### src/rtl/gray_code_counter_if.sv
// Handshake and data bundle for gray_code_counter: step/load requests in,
// registered Gray/binary code out under a valid/ready handshake.
interface gray_code_counter_if #(
    parameter int WIDTH = 4
) ();
    logic             en;
    logic             up;
    logic             load;
    logic [WIDTH-1:0] load_bin;
    logic             out_ready;
    logic             out_valid;
    logic [WIDTH-1:0] gray;
    logic [WIDTH-1:0] bin;
    logic             wrap;

    // Producer of requests / consumer of codes
    modport master (
        output en, up, load, load_bin, out_ready,
        input  out_valid, gray, bin, wrap
    );

    // The counter itself
    modport slave (
        input  en, up, load, load_bin, out_ready,
        output out_valid, gray, bin, wrap
    );
endinterface

### src/rtl/gray_code_counter.sv
// Up/down binary counter with Gray encoding and a one-entry registered
// output stage. A new code is taken whenever the stage is empty or the
// consumer is accepting the current one; a stalled code is never overwritten.
module gray_code_counter #(
    parameter int WIDTH = 4
) (
    input logic                clk,
    input logic                reset,
    gray_code_counter_if.slave bus
);
    typedef enum logic {
        IDLE  = 1'b0,
        VALID = 1'b1
    } state_t;

    localparam logic [WIDTH-1:0] ONE = WIDTH'(1);

    state_t           r_state;
    state_t           w_state_next;
    logic [WIDTH-1:0] r_bin;
    logic [WIDTH-1:0] r_gray;
    logic             r_wrap;
    logic [WIDTH-1:0] w_bin_next;
    logic             w_wrap_next;
    logic             w_accept;

    // Next-state and next-code selection: load beats en, stall holds everything
    always_comb begin
        w_state_next = r_state;
        w_bin_next   = r_bin;
        w_wrap_next  = r_wrap;
        w_accept     = (r_state == IDLE) || bus.out_ready;
        if (w_accept) begin
            if (bus.load) begin
                w_bin_next   = bus.load_bin;
                w_wrap_next  = 1'b0;
                w_state_next = VALID;
            end else if (bus.en) begin
                if (bus.up) begin
                    w_bin_next  = r_bin + ONE;
                    w_wrap_next = (r_bin == '1);
                end else begin
                    w_bin_next  = r_bin - ONE;
                    w_wrap_next = (r_bin == '0);
                end
                w_state_next = VALID;
            end else if (r_state == VALID) begin
                w_state_next = IDLE;
            end
        end
    end

    // State and output registers; gray is registered alongside bin so both
    // change on the same edge
    always_ff @(posedge clk or posedge reset) begin
        if (reset) begin
            r_state <= IDLE;
            r_bin   <= '0;
            r_gray  <= '0;
            r_wrap  <= 1'b0;
        end else begin
            r_state <= w_state_next;
            r_bin   <= w_bin_next;
            r_gray  <= w_bin_next ^ (w_bin_next >> 1);
            r_wrap  <= w_wrap_next;
        end
    end

    assign bus.out_valid = (r_state == VALID);
    assign bus.bin       = r_bin;
    assign bus.gray      = r_gray;
    assign bus.wrap      = r_wrap;
endmodule
### src/flat_wrapper.sv
// flat-port wrapper written by rule: the top's interface ports become plain ports
module gray_code_counter_flat 
#(
    parameter int WIDTH = 4
)
  (clk, reset, bus_en, bus_up, bus_load, bus_load_bin, bus_out_ready, bus_out_valid, bus_gray, bus_bin, bus_wrap);
  gray_code_counter_if #(.WIDTH(WIDTH)) bus_i ();
  input logic clk;
  input logic reset;
  input wire logic [$bits(bus_i.en)-1:0] bus_en;
  input wire logic [$bits(bus_i.up)-1:0] bus_up;
  input wire logic [$bits(bus_i.load)-1:0] bus_load;
  input wire logic [$bits(bus_i.load_bin)-1:0] bus_load_bin;
  input wire logic [$bits(bus_i.out_ready)-1:0] bus_out_ready;
  output wire logic [$bits(bus_i.out_valid)-1:0] bus_out_valid;
  output wire logic [$bits(bus_i.gray)-1:0] bus_gray;
  output wire logic [$bits(bus_i.bin)-1:0] bus_bin;
  output wire logic [$bits(bus_i.wrap)-1:0] bus_wrap;
  assign bus_i.en = bus_en;
  assign bus_i.up = bus_up;
  assign bus_i.load = bus_load;
  assign bus_i.load_bin = bus_load_bin;
  assign bus_i.out_ready = bus_out_ready;
  assign bus_out_valid = bus_i.out_valid;
  assign bus_gray = bus_i.gray;
  assign bus_bin = bus_i.bin;
  assign bus_wrap = bus_i.wrap;
  gray_code_counter #(.WIDTH(WIDTH)) u_core (.clk(clk), .reset(reset), .bus(bus_i));
endmodule
### config.mk
export PLATFORM = sky130hd
export DESIGN_NAME = gray_code_counter_flat
export DESIGN_NICKNAME = d
export VERILOG_FILES = /design/src/rtl/gray_code_counter_if.sv /design/src/rtl/gray_code_counter.sv /design/src/flat_wrapper.sv
export SDC_FILE = /design/constraint.sdc
export NUM_CORES = 1
export LEC_CHECK = 0
export CAP_MARGIN = 20
export CORE_AREA = 10 10 47 49
export DETAILED_ROUTE_END_ITERATION = 7
export DIE_AREA = 0 0 57 59
export DONT_BUFFER_PORTS = 1
export GPL_ROUTABILITY_DRIVEN = 0
export PLACE_DENSITY = 0.64
export SYNTH_ARGS = -nofsm -noshare
export SYNTH_HDL_FRONTEND = slang
export SYNTH_SLANG_ARGS = --single-unit
export TNS_END_PERCENT = 1
### constraint.sdc
create_clock -name clk -period 1.99 [get_ports clk]
set_input_delay 0.0995 -clock clk [delete_from_list [all_inputs] [get_ports clk]]
set_output_delay 0.0995 -clock clk [all_outputs]
set_load 0.005 [all_outputs]
Word-level counts from Yosys, hierarchy flattened
Index checks and enable logic that the tools add are counted.
- add/sub/neg operators: 2
- reduce and logical (&&, ||, !) cells: 4
- eq/ne operators: 1
- muxes and demuxes: 9
- bitwise operators: 2
- operator list (kind ; number):
    $mux 4 ; 4
    $mux 1 ; 5
    $add 4x1->4 const B ; 1
    $eq 4x4->1 const B ; 1
    $logic_not 4->1 ; 1
    $sub 4x1->4 const B ; 1
    $xor 4x3->4 ; 1
    $reduce_and 2->1 ; 1
    $reduce_bool 2->1 ; 1
    $logic_or 1x1->1 ; 1
    $not 1->1 ; 1
- register bits: 10
- input bits: 10
- output and inout port bits: 10
- logic and storage cells: 22

Logic depth before layout (Yosys ltp)
- depth in word-level cells: 6
- gate-level depth with buffers: 7
- gate-level depth less buffers: 7

Least setup slack after synthesis
OpenSTA, ideal clock, no wires.
- kind: reg-to-reg
- from: reg u_core.r_bin[0] (netlist: u_core.bus.bin[0])
- to: reg u_core.r_gray[2] (netlist: u_core.bus.gray[2])
- data required time: 1903 ps
- arrival time: 1671 ps
- slack: 232 ps
- library setup time: 87 ps
- period minus slack after synthesis: 1758 ps
- path buffers: 0
- cell stages (with the launch flop): 7
- cell sequence: dfrtp_1 > inv_1 > fa_1 > xnor2_1 > a221oi_2 > nor2_1 > a211oi_2
- longest elaborated chain between the ends: 6
- elaborated cells between the ends (all ways): 7
- those cells by class: 2 x add/sub; 4 x mux; 1 x bitwise
- ends and longest elaborated chain (element ; RTL line ; RTL):
    start, declared ; gray_code_counter.sv:20 ; logic [WIDTH-1:0] r_bin;
    start signal, assigned ; gray_code_counter.sv:63 ; r_bin <= w_bin_next;
    $sub 4x1->4 / $add 4x1->4 (equally long branches) ; gray_code_counter.sv:43, gray_code_counter.sv:40 ;
    $mux 4 * ; gray_code_counter.sv:39 ; if (bus.up) begin
    $mux 4 * ; gray_code_counter.sv:38 ; end else if (bus.en) begin
    $mux 4 * ; gray_code_counter.sv:34 ; if (bus.load) begin
    $mux 4 * ; gray_code_counter.sv:33 ; if (w_accept) begin
    $xor 4x3->4 * ; gray_code_counter.sv:64 ; r_gray <= w_bin_next ^ (w_bin_next >> 1);
    end signal, assigned ; gray_code_counter.sv:64 ;
    end, declared ; gray_code_counter.sv:21 ; logic [WIDTH-1:0] r_gray;
Mark *: on every way between the ends. The rest lies on a longest branch, timed or not.
A chain may end at the register's enable or synchronous reset.

==> run metrics <==
worst path cell trace=ha_1 > and3_1 > a311o_1 > a311oi_2 > o21ai_1 > a211oi_2; Logic pwr share=34.3%; WL final=1590 µm; Initial Util=44.4%; first-pass GRT wire length=2500 µm; WL/cell=17.7 µm; Sum Neg Setup Slack=0 ps; Die ar.=3360 µm²; P per Cell Area=896 nW/µm²; vias=524; Synth area leader=dfrtp_1; Worst EP arrival=2010 ps; GRT Total Usage=9.34%; net count after synthesis=80; initial DRC count=26; core area=1400 µm²; crit end category=flop; # setup viols final=0; DR DRC count=0; clk sinks=9; DR vias/cell=5.82; Design Area, Final=707 µm²; fin crit period=1830 ps; average size of a mapped cell=9.28 µm²; worst hold slack=54.9 ps; Synth Warn #=0; Worst-path clk slew=70 ps; CTS tree=built; Layout Skew=7.35 ps; post-route clock period utilization=91.9%; count leader, synth=dfrtp_1; First-pass DRT Iterations=4; Post-Layout Cell Count=90; post-synthesis mux area share=1.61%; crit path kind=flop to flop; post-synthesis xor/xnor area fraction=4.23%; Longest Clk Path Bufs=2; Critical-path top delay cell=dfrtp_2; CTS H-tree lvls=1; area grow syn2layout=13.7%; Sw Ratio=35.9%; I/O pins=20; Pint=406 µW; n_diodes=0; final hold violations=0; RSZ-0062 raised after global routing=no; row count=14; Rel. slew slack=75.5%; worst-case vdd ir drop=0.404 mV; root buf cell=clkbuf_4; sequential share of the synthesized area=36.2%; Peak Freq=0.547 GHz; hold depth=2; Synth area leaders=dfrtp_1 36%, xnor2_1 4.2%, ha_1 4.0%, inv_1 3.6%, fa_1 3.2%; # Max-Cap Violations=0; Synth Area in Compound Gates=23.9%; crit start category=flop; Post-DP Area=639 µm²; total CTS buffers=3; number of I/O port buffers=0; Worst Tran Pin Value=367 ps; Synth Instances=67; worst-skew pair later-pin latency=270 ps; pin count of the biggest net entering global routing=15; top_reg_cell synth=dfrtp_1; DIE WIDTH=57 µm; Synth Cell Area=622 µm²; asr flop ratio synth=100%; DP HPWL=1260 µm; Seq pwr share=42.1%; Slew Viols, Final=0; CP Max Fanout=5; ANT nets after route=0; layout cells sized above 1=17.6%; largest incremental delay on the critical path=440 ps; Die Ht=59 µm; Clock Power Share=23.6%; Synth top cells by count=9 x dfrtp_1, 6 x inv_1, 5 x nor2_1; vias in the first global route=490; Synth Area in Simple Gates=19.1%; DP Cell Count=82; post-synth top area share=36.2%; EDFF count, synth=0; final net count=88; register bit count reported by yosys=9; switching power=228 µW; HP Class=input pin to flop; largest family of logic cells by synthesized area=compound AO/OA/AOI/OAI gates; reg2reg path depth=6; total power=634 µW; Critical Path RT=2170 ps; initial antenna violation count=0; count of cell types in the netlist=35; Leak=0.000313 µW; outcome=finished clean; adder-cell share of the synthesized area=7.24%; setup bufs post-CTS=0; total gr overflow=0
==> layer usage <==
| layer | vias to the layer above | share of wire (%) | track usage, % |
|---|---|---|---|
| li1 | 253 | - | - |
| met1 | 253 | 37 | 9.88 |
| met2 | 16 | 53 | 15.8 |
| met3 | 2 | 8.6 | 4.72 |
| met4 | 0 | 0.94 | 3.02 |
| met5 | - | 0 | 0 |
==> worst paths after layout <==
| check | startpoint | to | slack [ps] |
|---|---|---|---|
| hold / removal | bus_load_bin[0] | u_core.bus.bin[0]$_DFF_PP0_ | 50 |
| hold reg to reg | u_core.bus.wrap$_DFFE_PP0P_ | u_core.bus.wrap$_DFFE_PP0P_ | 550 |
| max in group asynchronous | reset | asynchronous set/reset pin | 1470 |
| setup / recovery | flop | u_core.bus.gray[2]$_DFF_PP0_ | 160 |
| min in group asynchronous | reset | u_core.bus.gray[0]$_DFF_PP0_ | 230 |
| setup reg to reg | flop | u_core.bus.gray[2]$_DFF_PP0_ | 160 |
==> area by class of cell <==
type / count / area [µm²]
Tap cell: 16 / 20.0
Sequential cell: 9 / 226
Multi-Input combinational cell: 47 / 349
Clock buffer: 4 / 26.3
Fill cell: 140 / 694
Inverter: 8 / 30.0
Timing Repair Buffer: 6 / 55.1
==> cell usage in the layout (no fill, tap or decap), drive strengths merged, types with 2 or more instances in the layout <==
cell type,count
o21ai,5
and3,3
a21oi,2
xnor2,3
nand3,3
inv,8
nor2b,2
clkbuf,4
dfrtp,9
buf,2
dlygate4sd3,4
nand4,2
o22ai,2
nor2,6
ha,2
==> worst max-delay path, delay by kind of cell (launching register included) <==
kind / cells / cell delay [ps]
fa+ha+maj: 1 / 250
flops: 1 / 440
compound gates: 4 / 880
simple gates: 1 / 170
==> per-stage QoR <==
| stage | setup WS, ps | utilization, % |
|---|---|---|
| after detailed placement | 125 | 45.6 |
| final | 162 | 50.4 |
| after global routing | 38.2 | 50.4 |
| after global placement | 140 | 45.6 |
| after CTS | 97.2 | 50.4 |
| after floorplan | 232 | - |
==> logic make-up (layout without fill, tap and decap cells) <==
logic type / Yosys count / after routing
muxes: 1 / 1
DFF: 9 / 9
and+or+nand+nor: 21 / 21
buffers and inverters: 11 / 18
AOI/OAI and AO/OA: 19 / 19
adders and majority gates: 3 / 3
xor gates and xnor gates: 3 / 3
==> power groups by stage <==
stage | combinational, µW | sequential [µW] | clock (µW)
3_5_place_dp | 212 | 274 | 0
3_3_place_gp | 208 | 269 | 0
5_1_grt | 240 | 275 | 159
4_1_cts | 219 | 270 | 151
6_report | 217 | 267 | 149
2_1_floorplan | 173 | 264 | 0
==> what timing repair did <==
action	4_1_cts	5_1_grt
endpoints found under the hold margin	11	0
hold buffers	4	0
gates resized for setup	0	1
setup endpoints to repair	0	1
No activity file was read; power rests on OpenSTA's default activity.
